[src/rtl/encoder_pkg.sv]
// rtl/encoder_pkg.sv - shared constants and priority helper for the 4-to-2 event encoder
//
// Purpose : code width, request count, named codes and the fixed-priority
//           selector used when loading the output slot.
// Ports   : none (package).
package encoder_pkg;

   localparam int CODE_W  = 2;
   localparam int NUM_REQ = 4;

   localparam logic [CODE_W-1:0] REQ0 = 2'd0;
   localparam logic [CODE_W-1:0] REQ1 = 2'd1;
   localparam logic [CODE_W-1:0] REQ2 = 2'd2;
   localparam logic [CODE_W-1:0] REQ3 = 2'd3;

   // Highest set index of v (3 > 2 > 1 > 0); returns REQ0 when v is empty,
   // so callers must qualify the result with |v.
   function automatic logic [CODE_W-1:0] prio_idx(input logic [NUM_REQ-1:0] v);
      logic [CODE_W-1:0] idx;
      idx = REQ0;
      if (v[3])      idx = REQ3;
      else if (v[2]) idx = REQ2;
      else if (v[1]) idx = REQ1;
      return idx;
   endfunction

endpackage

[src/rtl/sync_bit.sv]
// rtl/sync_bit.sv - single-bit synchroniser chain that resets to 1
//
// Purpose : bring one asynchronous active-low request line into the clk domain.
// Ports   : clk  - clock
//           rst  - asynchronous active-high reset, chain goes to 1 (line idle)
//           d_i  - asynchronous input
//           q_o  - synchronised output, DEPTH edges after sampling
module sync_bit #(
   parameter int DEPTH = 2
) (
   input  logic clk,
   input  logic rst,
   input  logic d_i,
   output logic q_o
);

   logic [DEPTH-1:0] chain_q;

   always_ff @(posedge clk or posedge rst) begin
      if (rst) chain_q <= '1;
      else     chain_q <= {chain_q[DEPTH-2:0], d_i};
   end

   assign q_o = chain_q[DEPTH-1];

endmodule

[src/rtl/encoder4_ctrl.sv]
// rtl/encoder4_ctrl.sv - sequential 4-to-2 event encoder with valid/ready output slot
//
// Purpose : synchronise four active-low request lines, detect falling edges,
//           hold each event pending and present them one at a time as a 2-bit
//           code with an active-low strobe for a 2-to-4 decoder.
// Ports   : clk      - clock, rising edge
//           rst      - asynchronous active-high reset
//           req_n    - asynchronous active-low request lines, idle high
//           ready    - consumer accepts the presented code this cycle
//           valid    - a code is presented
//           en_n     - ~valid, decoder enable
//           a, b     - code MSB / LSB, 0 while idle
//           pending  - events captured but not yet presented
//           ovf_cnt  - saturating count of events lost to an already-pending bit
module encoder4_ctrl
   import encoder_pkg::*;
#(
   parameter int SYNC_STAGES = 2,
   parameter int OVF_W       = 8
) (
   input  logic               clk,
   input  logic               rst,
   input  logic [3:0]         req_n,
   input  logic               ready,
   output logic               valid,
   output logic               en_n,
   output logic               a,
   output logic               b,
   output logic [3:0]         pending,
   output logic [OVF_W-1:0]   ovf_cnt
);

   // Three spare bits so up to four simultaneous losses never wrap the sum.
   localparam int SUM_W = OVF_W + 3;

   logic [NUM_REQ-1:0] sync_w;
   logic [NUM_REQ-1:0] prev_q;
   logic [NUM_REQ-1:0] ev;

   logic [NUM_REQ-1:0] pending_q, pending_d;
   logic               valid_q, valid_d;
   logic [CODE_W-1:0]  code_q, code_d;
   logic [OVF_W-1:0]   ovf_q, ovf_d;

   logic               slot_free;
   logic               load;
   logic [CODE_W-1:0]  load_idx;
   logic [NUM_REQ-1:0] load_vec;
   logic [NUM_REQ-1:0] lost;
   logic [2:0]         lost_cnt;
   logic [SUM_W-1:0]   ovf_sum;

   for (genvar i = 0; i < NUM_REQ; i++) begin : g_sync
      sync_bit #(
         .DEPTH (SYNC_STAGES)
      ) u_sync (
         .clk (clk),
         .rst (rst),
         .d_i (req_n[i]),
         .q_o (sync_w[i])
      );
   end

   always_comb begin
      ev        = ~sync_w & prev_q;
      slot_free = ~valid_q | ready;
      load      = slot_free & (|pending_q);
      load_idx  = prio_idx(pending_q);

      load_vec = '0;
      if (load) load_vec[load_idx] = 1'b1;

      // An event coinciding with the load of its own bit re-arms the bit
      // instead of being lost.
      lost      = ev & pending_q & ~load_vec;
      pending_d = (pending_q & ~load_vec) | ev;

      lost_cnt = '0;
      for (int i = 0; i < NUM_REQ; i++) begin
         lost_cnt = lost_cnt + 3'(lost[i]);
      end

      ovf_sum = SUM_W'(ovf_q) + SUM_W'(lost_cnt);
      if (|ovf_sum[SUM_W-1:OVF_W]) ovf_d = '1;
      else                         ovf_d = ovf_sum[OVF_W-1:0];

      // Presented code is frozen while valid & !ready; idle code is 0.
      valid_d = valid_q;
      code_d  = code_q;
      if (slot_free) begin
         valid_d = load;
         code_d  = load ? load_idx : REQ0;
      end
   end

   always_ff @(posedge clk or posedge rst) begin
      if (rst) begin
         prev_q    <= '1;
         pending_q <= '0;
         valid_q   <= 1'b0;
         code_q    <= REQ0;
         ovf_q     <= '0;
      end else begin
         prev_q    <= sync_w;
         pending_q <= pending_d;
         valid_q   <= valid_d;
         code_q    <= code_d;
         ovf_q     <= ovf_d;
      end
   end

   assign valid   = valid_q;
   assign en_n    = ~valid_q;
   assign a       = code_q[1];
   assign b       = code_q[0];
   assign pending = pending_q;
   assign ovf_cnt = ovf_q;

endmodule

[config.mk]
export PLATFORM = sky130hd
export DESIGN_NAME = encoder4_ctrl
export DESIGN_NICKNAME = d
export VERILOG_FILES = /design/src/rtl/encoder_pkg.sv /design/src/rtl/sync_bit.sv /design/src/rtl/encoder4_ctrl.sv
export SDC_FILE = /design/constraint.sdc
export NUM_CORES = 1
export LEC_CHECK = 0
export CORE_UTILIZATION = 48
export CTS_CLUSTER_DIAMETER = 150
export CTS_CLUSTER_SIZE = 12
export DETAILED_ROUTE_END_ITERATION = 8
export PLACE_DENSITY = 0.75
export SLEW_MARGIN = 20
export SYNTH_ARGS = -nofsm -noshare
export SYNTH_HDL_FRONTEND = slang
export SYNTH_HIERARCHICAL = 1
export SYNTH_SLANG_ARGS = --single-unit
[constraint.sdc]
create_clock -name clk -period 3.8 [get_ports clk]
set_input_delay 0.76 -clock clk [delete_from_list [all_inputs] [get_ports clk]]
set_output_delay 0.76 -clock clk [all_outputs]
set_load 0.02 [all_outputs]
# Word level (Yosys, flattened, before mapping)
# Index checks and enable logic that the tools add are counted.
word_totals:
  reg_bits: 27
  out_inout_bits: 16
classes:
  addsub: 4
  magnitude_cmp: 2
  muxes: 8
  bitwise_logic: 10
  n_reduce_logical: 3
op_table:
  columns: ["operator", "count"]
  rows:
  - ["4-bit AND", 4]
  - ["8-bit by 3-bit adder with 9-bit output", 1]
  - ["8-bit two-way mux", 1]
  - ["4-bit NOT", 2]
  - ["2-bit two-way mux", 3]
  - ["4-bit two-way mux", 1]
  - ["4-bit OR", 1]
  - ["4-bit OR reduction", 1]
  - ["2-bit by 1-bit adder with 3-bit output", 1]
  - ["3-bit by 1-bit adder with 3-bit output", 1]
  - ["2-bit by 3-bit < comparator with 1-bit output (second input constant)", 1]
  - ["3-bit OR reduction", 1]
  - ["1-bit by 1-bit adder with 2-bit output", 1]
  - ["1-bit demux with 2-bit select", 1]
  - ["2-bit by 1-bit >= comparator with 1-bit output (second input constant)", 1]
  - ["1-bit two-way mux", 2]
  - ["1-bit AND", 1]
  - ["1-bit logical AND", 1]
  - ["1-bit NOT", 1]
  - ["1-bit OR", 1]

# Depth between registers and ports, before layout
# Gate-level depths: netlist (run 1).
depth:
  ltp_word: 16
  depth_mapped: 12
  mapped_depth_nobuf: 12

# By module
# The synthesis (run 1) kept the hierarchy.
modules_own_cells:
  columns: ["module", "instances", "cells_each", "area_per_inst_um2", "seq_area_each_um2"]
  rows:
  - ["encoder4_ctrl", 1, 79, 857.1, 480.5]
  - ["sync_bit", 4, 3, 56.3, 52.6]

# Least setup slack after synthesis (run 1)
# Ideal clock, no wire load.
synth_path:
  path_type: "input to register"
  start: "in ready"
  end: "reg ovf_q[7] (netlist: ovf_cnt[7])"
  arrival_ns: 3.088
  required_time_ns: 3.675
  slack_ns: 0.587
  path_stages: 11
  path_buffers: 0
  cell_sequence: "nor2b_4 -> or3_4 -> o21ai_0 -> or3_1 -> fa_1 -> fa_1 -> inv_1 -> fa_1 -> nand3_1 -> o21ai_0 -> mux2_2"
synth_via:
  elab_chain_len: 11
synth_lines:
  columns: ["element", "line_no", "text"]
  rows:
  - ["from (decl)", "encoder4_ctrl.sv:24", "input logic ready,"]
  - ["1-bit OR (*)", "encoder4_ctrl.sv:66", "slot_free = ~valid_q | ready;"]
  - ["1-bit AND (*)", "encoder4_ctrl.sv:67", "load = slot_free & (|pending_q);"]
  - ["4-bit two-way mux (*)", "encoder4_ctrl.sv:71", "if (load) load_vec[load_idx] = 1'b1;"]
  - ["4-bit NOT (*)", "encoder4_ctrl.sv:75", "lost = ev & pending_q & ~load_vec;"]
  - ["4-bit AND (*)", "encoder4_ctrl.sv:75", null]
  - ["1-bit by 1-bit adder with 2-bit output", "encoder4_ctrl.sv:80", "lost_cnt = lost_cnt + 3'(lost[i]);"]
  - ["2-bit by 1-bit adder with 3-bit output", "encoder4_ctrl.sv:80", null]
  - ["3-bit by 1-bit adder with 3-bit output (*)", "encoder4_ctrl.sv:80", null]
  - ["8-bit by 3-bit adder with 9-bit output (*)", "encoder4_ctrl.sv:83", "ovf_sum = SUM_W'(ovf_q) + SUM_W'(lost_cnt);"]
  - ["3-bit OR reduction", "encoder4_ctrl.sv:84", "if (|ovf_sum[SUM_W-1:OVF_W]) ovf_d = '1;"]
  - ["8-bit two-way mux (*)", "encoder4_ctrl.sv:84", null]
  - ["named net ovf_d[7]", "encoder4_ctrl.sv:43", "logic [OVF_W-1:0] ovf_q, ovf_d;"]
  - ["to (signal assigned)", "encoder4_ctrl.sv:108", "ovf_q <= ovf_d;"]
  - ["to (decl)", "encoder4_ctrl.sv:43", null]
# The timed path passes the listed nets; every way through them passes the cells marked *.
# A chain may end at the register's enable or synchronous reset.

# Final worst setup path (run 1)
# Ends and elaborated chain as after synthesis.

==> summary.txt, run 1 <==
Global routing
  – First-pass GRT wire length: 3.229 mm
  – GRT Util Overall: 17.74%
  – GR Overflow Total: 0
  – Number of global-route vias before repair: ~770
  – Initial antenna violation count: 0
  – Largest net degree at the start of global routing: 20

Route
  – Total Wirelength: 1.892 mm
  – Post-DRT Antenna Nets: 0
  – Drt pass-1 iters: 4
  – DR vias: 729
  – Routed length per instance: roughly 13 µm
  – Vias per cell: slightly below 5
  – DR iter-0 viols: 16
  – DRC viols: 0

Synthesis
  – Simple-gate portion of the synthesized area: 12.60%
  – Synth Area in XOR/XNOR: 1.618%
  – Nets in the synthesized netlist: 102
  – Synthesized-area fraction occupied by adder cells: 6.705%
  – Synth Warn #: 6
  – Syn_area_per_cell: roughly 12 µm²
  – Multiplexer share of the synthesized area: 1.965%
  – Seq/Total Area, Yosys: 63.82%
  – Cells after Synth: 91
  – #FFs+latches synth: 27
  – Largest family of logic cells by synthesized area: simple AND/OR/NAND/NOR gates
  – Mapped cell area: 1082 µm²
  – Synth cell types: 23
  – Compound-cell area share of the yosys netlist: 7.746%

Worst setup path
  – Reg2reg setup slack: 760 ps
  – CP arrival: ~3800 ps
  – Buf/Inv on CP: 1
  – Slowest-stage cell, CP: clkdlybuf4s50_1
  – RR Startpoint: valid
  – Worst Path Required: 4030 ps
  – Critical Path End Type: flip-flop
  – Crit path from: ready
  – Critical Path Source Type: input pin
  – Top delay family on crit path: adder cells
  – Reg2Reg Depth: 10
  – Most frequent CP cell: fa_1
  – R2R Path End: ovf_cnt[7]
  – Critical path's largest stage delay: 530 ps
  – WS Path Type: input pin to flip-flop
  – CP Max Fanout: 2
  – Crit-path cells: clkdlybuf4s50_1, nor2b_4, or3_4, o21ai_0, or3_1, fa_1, fa_1, nor2b_1, o2111ai_1, nor2_1, mux2_2

Clocking
  – CTS tree: yes
  – Clock-pin slew on the worst setup and hold paths: 140 ps
  – CTS Buffer Depth: 2
  – Cts hold-fix bufs: 0
  – H-tree levels: 1
  – CTS root buffer: clkbuf_4
  – Clock Latency Late Sink: about 320 ps
  – Inserted Clock Buffers: 3
  – Setup Fix Bufs, Post-CTS: 0
  – CTS sink count: 27
  – Resized Gates After CTS: 0

Die
  – Initial Util: 53.00%
  – Die Width: 49.49 µm
  – Die area: 2449 µm²
  – I/O Pins: 23
  – DIE HEIGHT: 49.49 µm
  – Core Box Area: 2042 µm²
  – Row count: 16

STA
  – Max Slew Vio Count: 0
  – Final worst-path cycle share: 92.76%
  – Hold slack: between 300 and 400 ps
  – Fin. Hold Viols: 0
  – Endpoints failing setup: 0
  – Setup Skew: approximately 12 ps
  – Tmin final: around 3500 ps
  – Slew headroom: ~51%
  – Fmax: 283.7 MHz
  – RSZ-0062 raised after global routing: false
  – Worst slew pin tran: around 730 ps

Power and ir drop
  – Leak Pwr: 0.6452 nW
  – PwrDens: 593.3 nW/µm²
  – Maximum vdd drop: around 0.47 mV
  – Power Total: 0.0008263 W

Placed design
  – DP Wirelength: 1.485 mm
  – Placer Congestion: 0.7972
  – PortBufs: 22

Finish
  – Area growth, synth to finish: 28.67%
  – Nets: ~130
  – # diodes: 0
  – Layout cells sized above 1: 19.01%

Hold path
  – Hold Path Sink: g_sync[2].u_sync/chain_q[1]
  – Worst hold path depth: 0
  – Min-Delay Path Class: flip-flop to flip-flop
  – Hold Path Origin: g_sync[2].u_sync/chain_q[0]

Flow run
  – Max Cap Viol: 0

Status
  – Status: complete, no violations
cell type report:
| class | count | area [µm²] |
|---|---|---|
| fill | 172 | 649.4 |
| clock buffer | 4 | 26.28 |
| timing repair buffer | 26 | 250.2 |
| sequential | 27 | 690.7 |
| inverter | 16 | 60.06 |
| multi-input combinational | 48 | 331.6 |
| tap | 27 | 33.78 |
worst max-delay path by stage:
| stage | end | cells after the start |
|---|---|---|
| after floorplan | ovf_cnt[7] | 11 |
| after global placement | ovf_cnt[7] | 11 |
| after CTS | ovf_cnt[7] | 11 |
| after detailed placement | ovf_cnt[6] | 13 |
| after global routing | ovf_cnt[6] | 13 |
| final | ovf_cnt[7] | 11 |
sequential cells by signal (all words and copies together), names as in the netlist:
| register | cells |
|---|---|
| code_q | 2 |
| g_sync.u_sync/chain_q | 8 |
| ovf_cnt | 8 |
| pending | 4 |
| prev_q | 4 |
| valid | 1 |
report_power, final:
group / leakage (nW) / switching [W] / internal (W)
sequential: 0.294 / 0.0000576 / 0.000347
clock: 0.0150 / 0.0000785 / 0.0000411
combinational: 0.336 / 0.000152 / 0.000151
placed cells by master (no fill, tap or decap), drive strengths merged:
cell / Yosys / layout
clkdlybuf4s50: 0 / 22
inv: 16 / 16
dfrtp: 15 / 15
dfstp: 12 / 12
nand2: 9 / 9
o21ai: 9 / 9
or3: 6 / 6
a21oi: 4 / 4
buf: 0 / 4
clkbuf: 0 / 4
fa: 3 / 3
nand3: 2 / 2
nor3: 2 / 2
nor2: 2 / 2
nor2b: 2 / 2
and3: 1 / 1
o2111ai: 1 / 1
xor2: 1 / 1
mux2i: 1 / 1
xnor2: 1 / 1
nand2b: 1 / 1
mux2: 1 / 1
o31a: 1 / 1
ha: 1 / 1
cells by family after synthesis:
group | count (synthesis)
adders and majority gates | 4
muxes | 2
and+or+nand+nor | 25
buffers and inverters | 16
DFF | 27
xor gates and xnor gates | 2
AOI/OAI and AO/OA | 15
routing by layer:
layer | global-route usage (%) | wire length (µm) | vias up
met2 | 32.19 | 976 | 21
met5 | 0 | 0 | -
met1 | 21.46 | 819 | 354
met4 | 5.714 | 25 | 0
met3 | 2.778 | 71 | 5
li1 | - | - | 349
cell usage after synthesis:
master,number,area (µm²)
dfstp_2,12,315.3
mux2i_1,1,10.01
and3_1,1,6.260
o2111ai_1,1,8.760
o21ai_0,9,45.04
nor2b_4,1,13.76
ha_1,1,12.51
nand2_1,9,33.78
nor2_1,2,7.510
nand3_1,2,10.01
or3_1,5,31.28
xor2_1,1,8.760
nor2b_1,1,6.260
dfrtp_1,15,375.4
a21oi_1,4,20.02
fa_1,3,60.06
mux2_2,1,11.26
nor3_1,2,10.01
inv_1,16,60.06
nand2b_1,1,6.260
or3_4,1,11.26
xnor2_1,1,8.760
o31a_2,1,10.01
through the flow:
step                utilization (%)  cell area [µm²]  setup TNS [ps]  cells  worst slack (ps)
global route                  68.20             1393               0    148             97.29
floorplan                         -             1082               0     91             587.2
global placement              66.91             1366               0    144             1.193
finish                        68.20             1393               0    148             274.9
detailed placement            66.91             1366          -162.6    144            -85.09
CTS                           68.20             1393               0    148             259.2
No activity file was read; power rests on OpenSTA's default activity.
==> run 2, diff against run 1 <==
- MAX_ROUTING_LAYER: unset -> met4
==> results of run 2 <==
Final layout, timing and power as in run 1 (identical DEF).
Main changes from that run: final weighted congestion in routability-driven placement 0.7972 -> 0.8086; overall routing resource usage 17.74% -> 18.25%
